===== src/rtl/spi_pkg.sv =====
// ---------------------------------------------------------------------------
// spi_pkg
//   Shared types and constants for the SPI transmit arbiter family.
//   - arb_state_t : arbiter FSM encoding (2 bits)
//   - SPI_DW      : default SPI word width
//   - SPI_TIMEOUT : default watchdog limit in clk cycles
//   - wd_width()  : counter width needed to hold 0..timeout-1
// ---------------------------------------------------------------------------
package spi_pkg;

   typedef enum logic [1:0] {
      IDLE    = 2'd0,
      LAUNCH  = 2'd1,
      SHIFT   = 2'd2,
      RELEASE = 2'd3
   } arb_state_t;

   localparam int SPI_DW      = 12;
   localparam int SPI_TIMEOUT = 4096;

   function automatic int wd_width(input int timeout);
      return (timeout > 1) ? $clog2(timeout) : 1;
   endfunction

endpackage


===== src/rtl/rr_pick.sv =====
// ---------------------------------------------------------------------------
// rr_pick
//   Combinational rotate-priority encoder. Searches req starting at ptr,
//   wrapping modulo N; the first set bit at or after ptr wins.
//   Ports:
//     req   in  N   request vector
//     ptr   in  PW  search start index (must be < N)
//     valid out 1   any request present
//     idx   out PW  winning index (0 when !valid)
// ---------------------------------------------------------------------------
module rr_pick #(
   parameter int N  = 4,
   parameter int PW = (N > 1) ? $clog2(N) : 1
) (
   input  logic [N-1:0]  req,
   input  logic [PW-1:0] ptr,
   output logic          valid,
   output logic [PW-1:0] idx
);

   // Walk offsets from farthest to nearest so the nearest hit is written last.
   always_comb begin
      logic [PW:0]   sum;
      logic [PW-1:0] c;
      valid = 1'b0;
      idx   = '0;
      sum   = '0;
      c     = '0;
      for (int k = N - 1; k >= 0; k--) begin
         sum = {1'b0, ptr} + (PW+1)'(k);
         if (sum >= (PW+1)'(N))
            sum = sum - (PW+1)'(N);
         c = sum[PW-1:0];
         if (req[c]) begin
            valid = 1'b1;
            idx   = c;
         end
      end
   end

endmodule


===== src/rtl/spi_tx_arbiter.sv =====
// ---------------------------------------------------------------------------
// spi_tx_arbiter
//   Round-robin arbiter sharing one DW-bit SPI transmit engine among NREQ
//   requesters. Latches the winner's word, starts the engine, waits for the
//   engine's slow-domain done, then acks (or errs on watchdog expiry).
//   Ports:
//     clk, rst_n  system clock, synchronous active-low reset
//     req         level request per requester, held until ack/err
//     req_data    word i at [i*DW +: DW]
//     gnt         one-hot current owner
//     ack / err   one-cycle completion / timeout pulse to owner
//     busy        FSM not in IDLE
//     ss_n        per-slave select; owner's line follows eng_cs
//     eng_start   start level to engine
//     eng_din     latched word to engine
//     eng_cs      engine chip-select (low = shifting), async to clk
//     eng_done    engine done pulse, async to clk, many clk wide
// ---------------------------------------------------------------------------
module spi_tx_arbiter
   import spi_pkg::*;
#(
   parameter int NREQ    = 4,
   parameter int DW      = SPI_DW,
   parameter int TIMEOUT = SPI_TIMEOUT
) (
   input  logic               clk,
   input  logic               rst_n,
   input  logic [NREQ-1:0]    req,
   input  logic [NREQ*DW-1:0] req_data,
   output logic [NREQ-1:0]    gnt,
   output logic [NREQ-1:0]    ack,
   output logic [NREQ-1:0]    err,
   output logic               busy,
   output logic [NREQ-1:0]    ss_n,
   output logic               eng_start,
   output logic [DW-1:0]      eng_din,
   input  logic               eng_cs,
   input  logic               eng_done
);

   localparam int PW = (NREQ > 1) ? $clog2(NREQ) : 1;
   localparam int WW = wd_width(TIMEOUT);
   localparam logic [WW-1:0] WD_LAST  = WW'(TIMEOUT - 1);
   localparam logic [PW-1:0] LAST_IDX = PW'(NREQ - 1);

   arb_state_t    state;
   logic [PW-1:0] owner;
   logic [PW-1:0] ptr;
   logic [WW-1:0] wd;

   // Synchronizer state. cs resets low ("engine busy") so that after a reset
   // the arbiter only grants once it has really seen the engine go idle.
   logic cs_s1, cs_s2;
   logic done_s1, done_s2, done_d;
   logic done_rise;

   logic          pick_valid;
   logic [PW-1:0] pick_idx;
   logic [DW-1:0] pick_word;

   assign done_rise = done_s2 & ~done_d;

   rr_pick #(.N(NREQ), .PW(PW)) u_pick (
      .req   (req),
      .ptr   (ptr),
      .valid (pick_valid),
      .idx   (pick_idx)
   );

   always_comb begin
      pick_word = req_data[DW-1:0];
      for (int i = 0; i < NREQ; i++)
         if (pick_idx == PW'(i))
            pick_word = req_data[i*DW +: DW];
   end

   // Chip-select is routed straight through so the slave sees the engine's
   // edges without synchronizer delay.
   always_comb begin
      ss_n = '1;
      for (int i = 0; i < NREQ; i++)
         if (gnt[i])
            ss_n[i] = eng_cs;
   end

   always_ff @(posedge clk) begin
      if (!rst_n) begin
         cs_s1     <= 1'b0;
         cs_s2     <= 1'b0;
         done_s1   <= 1'b0;
         done_s2   <= 1'b0;
         done_d    <= 1'b0;
         state     <= IDLE;
         owner     <= '0;
         ptr       <= '0;
         wd        <= '0;
         gnt       <= '0;
         ack       <= '0;
         err       <= '0;
         busy      <= 1'b0;
         eng_start <= 1'b0;
         eng_din   <= '0;
      end else begin
         cs_s1   <= eng_cs;
         cs_s2   <= cs_s1;
         done_s1 <= eng_done;
         done_s2 <= done_s1;
         done_d  <= done_s2;
         ack     <= '0;
         err     <= '0;

         case (state)
            IDLE: begin
               if (pick_valid && cs_s2) begin
                  owner     <= pick_idx;
                  eng_din   <= pick_word;
                  gnt       <= NREQ'(1) << pick_idx;
                  busy      <= 1'b1;
                  eng_start <= 1'b1;
                  wd        <= '0;
                  state     <= LAUNCH;
               end
            end

            LAUNCH: begin
               if (!cs_s2) begin
                  eng_start <= 1'b0;
                  wd        <= '0;
                  state     <= SHIFT;
               end else if (wd == WD_LAST) begin
                  eng_start <= 1'b0;
                  err       <= gnt;
                  wd        <= '0;
                  state     <= RELEASE;
               end else begin
                  wd <= wd + 1'b1;
               end
            end

            // A done edge beats a same-cycle timeout: the transfer did finish.
            SHIFT: begin
               if (done_rise) begin
                  ack   <= gnt;
                  wd    <= '0;
                  state <= RELEASE;
               end else if (wd == WD_LAST) begin
                  err   <= gnt;
                  wd    <= '0;
                  state <= RELEASE;
               end else begin
                  wd <= wd + 1'b1;
               end
            end

            // Hold ownership until the engine is fully quiet, so the next
            // transfer can never see this transfer's done.
            RELEASE: begin
               if (!done_s2 && cs_s2) begin
                  gnt   <= '0;
                  busy  <= 1'b0;
                  ptr   <= (owner == LAST_IDX) ? '0 : owner + 1'b1;
                  state <= IDLE;
               end
            end

            default: state <= IDLE;
         endcase
      end
   end

endmodule


===== config.mk =====
export PLATFORM = sky130hd
export DESIGN_NAME = spi_tx_arbiter
export DESIGN_NICKNAME = d
export VERILOG_FILES = /design/src/rtl/spi_pkg.sv /design/src/rtl/rr_pick.sv /design/src/rtl/spi_tx_arbiter.sv
export SDC_FILE = /design/constraint.sdc
export NUM_CORES = 1
export LEC_CHECK = 0
export CORE_MARGIN = 2
export CORE_UTILIZATION = 45
export DETAILED_ROUTE_END_ITERATION = 6
export HOLD_SLACK_MARGIN = 0.05
export PLACE_DENSITY = 0.91
export SLEW_MARGIN = 30
export SYNTH_ARGS = -nofsm -noshare
export SYNTH_HDL_FRONTEND = slang
export SYNTH_SLANG_ARGS = --single-unit

===== constraint.sdc =====
create_clock -name clk -period 2.49 [get_ports clk]
set_input_delay 0.249 -clock clk [delete_from_list [all_inputs] [get_ports clk]]
set_output_delay 0.249 -clock clk [all_outputs]
set_load 0.03 [all_outputs]

==> flow_summary.json, run 1 <==
{
  "detail_route_antenna_nets": 0,
  "run_status": "completed",
  "place.port_buffers": 85,
  "total_i_o_pin_count": 86,
  "synth.area.mux_share_pct": 10.09,
  "largest_buffer_count_on_any_clock_path": 2,
  "clock_sink_count": 49,
  "viasPerCell": 5.619,
  "finalSetupViolations": 0,
  "drt-pass1-iter-count": 6,
  "grt-ovfl-total": 0,
  "yosysTopAreaCellShare_pct": 39.54,
  "design_area_um2": 3515,
  "synth_top_family_by_area": "simple AND/OR/NAND/NOR gates",
  "post-layout-total-power_mw": 1.768,
  "clkSlewWorstSetupHoldPaths_ps": 100,
  "synth-simple-area-share_pct": 26.07,
  "regToRegStartpoint": "state[1]",
  "period_needed_ps": 2144,
  "synth_compound_area_share_pct": 16.64,
  "drc_errors": 0,
  "routed-via-count": 2461,
  "die_area_um2": 6124,
  "net_count_after_synthesis": 340,
  "finalWirelength_mm": 6.881,
  "first_iter_violations": 184,
  "worstSkewPairLatency_ps": 310,
  "post_cts.resized_instances": 0,
  "synth_cell_types": 45,
  "vdd_drop_max_mv": 0.2215,
  "cts-root-buf": "clkbuf_8",
  "htree_num_levels": 2,
  "synth_area_leaders": "dfxtp_1, mux2i_1, nand2_1",
  "die_height_um": 78.26,
  "asyncSetResetFlopFracSynth_pct": 0,
  "worstHoldPathType": "register to register",
  "worst_hold_startpoint": "done_s1",
  "layout-drive-gt1-share_pct": 5.738,
  "cts_made_buffers": 5,
  "synth_top_area_cell": "dfxtp_1",
  "rrSetupSlack_ps": 350,
  "grt_pass1_wl_mm": 11.24,
  "routabilityCongestion": 0.8659,
  "final_max_slew_viol_count": 0,
  "max_clock_freq_ghz": 0.4665,
  "cp-start-kind": "register",
  "antenna_cells_inserted": 0,
  "rsz0062_at_grt": "false",
  "grtUsageTotal_pct": 22.86,
  "initial_util_pct": 45.90,
  "clock_tree_from_tritoncts": "yes",
  "cts_post_setup_buffers_inserted": 0,
  "die-width_um": 78.26,
  "post_dp_cell_area_um2": 3402,
  "p_sw_mw": 0.4761,
  "synth.yosys.seq_area_share_pct": 39.54,
  "worst-slew-pin-transition_ps": 529.9,
  "sequential_group_share_of_total_power_pct": 46.6,
  "power_density_nw_per_um2": 503.2,
  "worst-setup-path-type": "register to register",
  "timing_hold_violations_final": 0,
  "power_report.internal_total_mw": 1.292,
  "timing.final.crit_share_pct": 86.09,
  "maxCapViolCount": 0,
  "crit_start": "state[1]",
  "crit_chain": "inv_1 > ha_1 > and3_1 > a21o_1 > nand3_2 > or4_1 > o311ai_0",
  "p_comb_share_pct": 20.9,
  "avgSynthCellArea_um2": 8.957,
  "cp_slowest_cell": "or4_1",
  "synth_edf_count": 0,
  "count_of_state_elements_after_synthesis": 49,
  "timing.critical_path.slowest_cell_delay_ps": 530,
  "area_growth_pct": 41.65,
  "fp.coreArea_um2": 5405,
  "antenna_found_initial": 0,
  "place.detailed.hpwl_mm": 5.306,
  "yosys_warnings": 0,
  "setup_tns_ps": 0,
  "crit_arrival_ps": 2350,
  "maximum_number_of_pins_on_one_net_before_global_route_repair": 28,
  "adder_cell_share_of_the_synthesized_area_pct": 3.530,
  "cellLeakagePower_nw": 1.281,
  "synth.cell_area_um2": 2481,
  "worst_clock_skew_ps": 13.11,
  "drt-wirelength-per-cell_um": 15.71,
  "worst_slew_margin_rel_pct": 64.67,
  "crit_path_max_fanout": 9,
  "timing.critical_path.to_type": "register",
  "num_rows": 27,
  "nets": 428,
  "worst-endpoint-required_ps": 2690,
  "via_count_of_the_first_global_routing_pass": 2348,
  "pwr-share-clk_pct": 32.6,
  "switching_share_pct": 26.92,
  "post_synth_inst_count": 277,
  "post_synth_xor_area_fraction_pct": 0,
  "ys_dominant_reg_cell": "dfxtp_1",
  "ctsHoldBuffers": 0
}
-- area by class of cell --
cell class | count | area, um2
Clock inverter | 3 | 43.79
Tap cell | 72 | 90.09
Fill cell | 435 | 1891
Inverter | 6 | 22.52
Sequential cell | 49 | 980.9
Multi-Input combinational cell | 210 | 1398
Clock buffer | 5 | 68.82
Timing Repair Buffer | 93 | 910.9
-- Yosys cell counts, drive strengths merged, types with 4 or more instances --
master and n:
a21oi 18, a31oi 4, and2 15, buf 9
dfxtp 49, ha 7, inv 6, mux2i 25
nand2 34, nand2b 8, nand3 12, nand3b 4
nand4 5, nor2 17, o21a 4, o21ai 10
o221ai 12, or4 5
-- worst max-delay path, delay by kind of cell (launching register included) --
family          cells  cell delay, ps
compound gates      2             330
fa+ha+maj           1             290
buf+inv             1             100
flops               1             400
simple gates        3             920
-- final timing paths --
check	end	cells after the start
max	wd[11]	7
min	done_s2	1
max reg2reg	wd[11]	7
min reg2reg	done_s2	1
-- per-stage QoR --
stage	utilization (%)	instances	setup slack [ps]	hold slack, ps
detailed placement	62.94	430	40.27	421.7
CTS	65.02	438	368.5	444.1
floorplan	-	277	628.7	376.3
global placement	62.94	430	188.5	421.8
global route	65.02	438	230.4	461.9
finish	65.02	438	346.2	439.0
-- logic make-up (layout without fill, tap and decap cells) --
group                    Yosys count  in the layout
multiplexers                      25             25
flip-flops                        49             49
AO/OA/AOI/OAI                     61             61
AND/OR/NAND/NOR                  117            117
adder cells (fa/ha/maj)            7              7
buffers and inverters             18            107
-- layer usage --
metal  up-vias  wire length (um)  track usage, %
met5         -                 0               0
met4         0               112           8.070
met3         9               307           3.103
met2        84              3601           40.26
met1      1176              2860           28.60
li1       1192                 -               -
-- cells in the final DEF, fill, tap and decap left out, types with 4 or more instances in the layout --
| master | n |
|---|---|
| nand2b_1 | 8 |
| a21oi_1 | 17 |
| o21a_1 | 4 |
| ha_1 | 7 |
| inv_1 | 6 |
| o21ai_0 | 10 |
| nand2_1 | 33 |
| dfxtp_1 | 49 |
| nor2_1 | 17 |
| clkdlybuf4s50_1 | 85 |
| or4_1 | 5 |
| nand3_1 | 11 |
| o221ai_1 | 12 |
| buf_4 | 8 |
| nand3b_1 | 4 |
| a31oi_1 | 4 |
| clkbuf_8 | 5 |
| mux2i_1 | 25 |
| and2_1 | 15 |
| nand4_1 | 4 |
-- registers in the layout, indices dropped and copies added (netlist names), 2 cells and up --
name     count
ack          4
ptr          2
owner        2
wd          12
eng_din     12
err          4
state        2
gnt          4
-- power by group through the flow --
stage	combinational [mW]	sequential, mW	clock [mW]
2_1_floorplan	0.172	0.864	0
3_3_place_gp	0.353	0.841	0
3_5_place_dp	0.364	0.842	0
4_1_cts	0.366	0.823	0.580
5_1_grt	0.395	0.828	0.617
6_report	0.369	0.824	0.576
Power figures use the tool's default switching activity.
==> run 2, diff against run 1 <==
--- a/config.mk
+++ b/config.mk
@@ -7,6 +7,7 @@
 export LEC_CHECK = 0
 export CORE_MARGIN = 2
 export CORE_UTILIZATION = 45
+export CTS_BUF_LIST = sky130_fd_sc_hd__clkbuf_8
 export DETAILED_ROUTE_END_ITERATION = 6
 export HOLD_SLACK_MARGIN = 0.05
 export PLACE_DENSITY = 0.91
==> results of run 2 <==
Same layout as run 1: the final DEF is identical, and so are final timing and power.
==> run 3, diff against run 2 <==
==> constraint.sdc (replaced) <==
create_clock -name clk -period 2.6 [get_ports clk]
set_input_delay 0.26 -clock clk [delete_from_list [all_inputs] [get_ports clk]]
set_output_delay 0.26 -clock clk [all_outputs]
set_load 0.03 [all_outputs]
==> run 3 against run 2 <==
  * Sequential power down 4.2%
  * Power down 10%
  * Global-route usage down 1.3 points
  * Clock power down 21%
  * Fmax down 0.63%
  * Register-to-register slack better by 96 ps
  * Via count down 1.1%
  * Worst setup slack better by 96 ps
  * Critical path depth down 1
  * Cell area down 0.82%
  * Critical endpoint unchanged
==> flow_summary.json, run 3 (synthesis gave the netlist of run 1 again) <==
{
  "run_status": "completed",
  "mostFrequentLayoutCell": "clkdlybuf4s50_1",
  "post_layout_util_pct": 64.49,
  "worst-setup-path-type": "register to register",
  "crit_chain": "inv_1 > ha_1 > a21oi_2 > nand3_2 > or4_1 > o311ai_0",
  "cp-start-kind": "register",
  "post_cts.resized_instances": 0,
  "power_density_nw_per_um2": 455.1,
  "rsz0062_at_grt": "false",
  "first_iter_violations": 148,
  "grt-ovfl-total": 0,
  "layout-drive-gt1-share_pct": 5.479,
  "die_height_um": 78.26,
  "cts_post_setup_buffers_inserted": 0,
  "die-width_um": 78.26,
  "viasPerCell": 5.570,
  "grtUsageTotal_pct": 21.59,
  "timing.critical_path.slowest_cell_delay_ps": 500,
  "drt-pass1-iter-count": 4,
  "global_route.usage.met2_pct": 36.12,
  "num_rows": 27,
  "worstHoldPathType": "register to register",
  "die_area_um2": 6124,
  "final_max_slew_viol_count": 0,
  "worst_clock_skew_ps": 3.767,
  "clock_sink_count": 49,
  "finalSetupViolations": 0,
  "cts_made_buffers": 5,
  "largest_buffer_count_on_any_clock_path": 2,
  "cellLeakagePower_nw": 1.266,
  "maximum_number_of_pins_on_one_net_before_global_route_repair": 28,
  "maxCapViolCount": 0,
  "drc_errors": 0,
  "groute.layer.met3.usage_pct": 2.644,
  "p_sw_mw": 0.4514,
  "worst_hold_startpoint": "done_s1",
  "crit_arrival_ps": 2360,
  "clock_tree_from_tritoncts": "yes",
  "initial_util_pct": 45.90,
  "cts-root-buf": "clkbuf_8",
  "crit_path_max_fanout": 9,
  "detail_route_antenna_nets": 0,
  "routabilityCongestion": 0.8666,
  "cp_slowest_cell": "or4_1",
  "timing.critical_path.to_type": "register",
  "clkSlewWorstSetupHoldPaths_ps": 90,
  "finalWirelength_mm": 6.590,
  "period_needed_ps": 2157,
  "pwr-share-clk_pct": 28.5,
  "worst-endpoint-required_ps": 2800,
  "timing.final.crit_share_pct": 82.98,
  "place.detailed.hpwl_mm": 5.095,
  "switching_share_pct": 28.45,
  "routed-via-count": 2434,
  "drt-wirelength-per-cell_um": 15.08,
  "vdd_drop_max_mv": 0.3189,
  "ctsHoldBuffers": 0,
  "htree_num_levels": 2,
  "globalRoute.busiestLayer": "met2",
  "power_report.internal_total_mw": 1.135,
  "via_count_of_the_first_global_routing_pass": 2274,
  "regToRegStartpoint": "state[0]",
  "timing_hold_violations_final": 0,
  "antenna_found_initial": 0,
  "max_clock_freq_ghz": 0.4635,
  "fp.coreArea_um2": 5405,
  "antenna_cells_inserted": 0,
  "sequential_group_share_of_total_power_pct": 49.7,
  "place.port_buffers": 85,
  "worst-slew-pin-transition_ps": 515.4,
  "area_growth_pct": 40.49,
  "fill_cells": 445,
  "reg_top3": "eng_din (12), wd (12)",
  "grt_pass1_wl_mm": 10.63,
  "grtUsageMet1_pct": 27.72,
  "worst_slew_margin_rel_pct": 65.64,
  "worstSkewPairLatency_ps": 300,
  "nets": 427,
  "mostFrequentLayoutCells": "clkdlybuf4s50_1, dfxtp_1, nand2_1, mux2i_1",
  "crit_start": "state[0]",
  "p_comb_share_pct": 21.8,
  "setup_tns_ps": 0,
  "total_i_o_pin_count": 86
}
[run 3: cell types whose count changed in the layout (fill, tap and decap cells not counted), sizes merged]
| cell | before | now |
|---|---|---|
| clkinv | 1 | 3 |
| buf | 8 | 7 |
| bufinv | 1 | 0 |
| inv | 7 | 6 |
[run 3: critical path: cells and delay by family, from the launching register on]
kind | cells | cell delay, ps
and+or+nand+nor | 2 | 730
buffers and inverters | 1 | 100
DFF | 1 | 420
AOI/OAI and AO/OA | 2 | 480
adders and majority gates | 1 | 330
[run 3: metrics by stage]
stage               cells  power [mW]  area (um2)  setup slack [ps]  hold WS [ps]
CTS                   437       1.598        3486             460.9         452.6
finish                437       1.586        3486             442.6         448.2
detailed placement    429       1.147        3395             184.7         428.0
global route          437       1.657        3486             299.8         469.8
floorplan             277      0.9926        2481             738.7         387.3
global placement      429       1.137        3395             275.9         419.2
[run 3: area by class of cell]
type | count | area [um2] | area share (%)
Clock buffer | 5 | 68.82 | 1.974
Clock inverter | 3 | 22.52 | 0.6461
Inverter | 6 | 22.52 | 0.6461
Multi-Input combinational cell | 210 | 1398 | 40.09
Sequential cell | 49 | 980.9 | 28.14
Tap cell | 72 | 90.09 | 2.584
Timing Repair Buffer | 92 | 903.4 | 25.92
[run 3: path summary, 6_finish.rpt]
path                            slack (ps)  cells past startpoint       to
worst max-delay path                   440                      6   wd[11]
worst min-delay path                   450                      1  done_s2
worst max register to register         440                      6   wd[11]
worst min register to register         450                      1  done_s2
[run 3: power groups by stage]
stage	Sequential [mW]	Combinational, mW	Clock [mW]
floorplan	0.828	0.165	0
global placement	0.804	0.333	0
detailed placement	0.806	0.341	0
CTS	0.789	0.344	0.466
global route	0.792	0.371	0.494
finish	0.789	0.345	0.453
[run 3: per-layer routing]
layer | part of all wire [%] | wire, um
met5 | 0 | 0
met4 | 2.2 | 144
met3 | 4.1 | 271
met2 | 50 | 3296
met1 | 44 | 2877
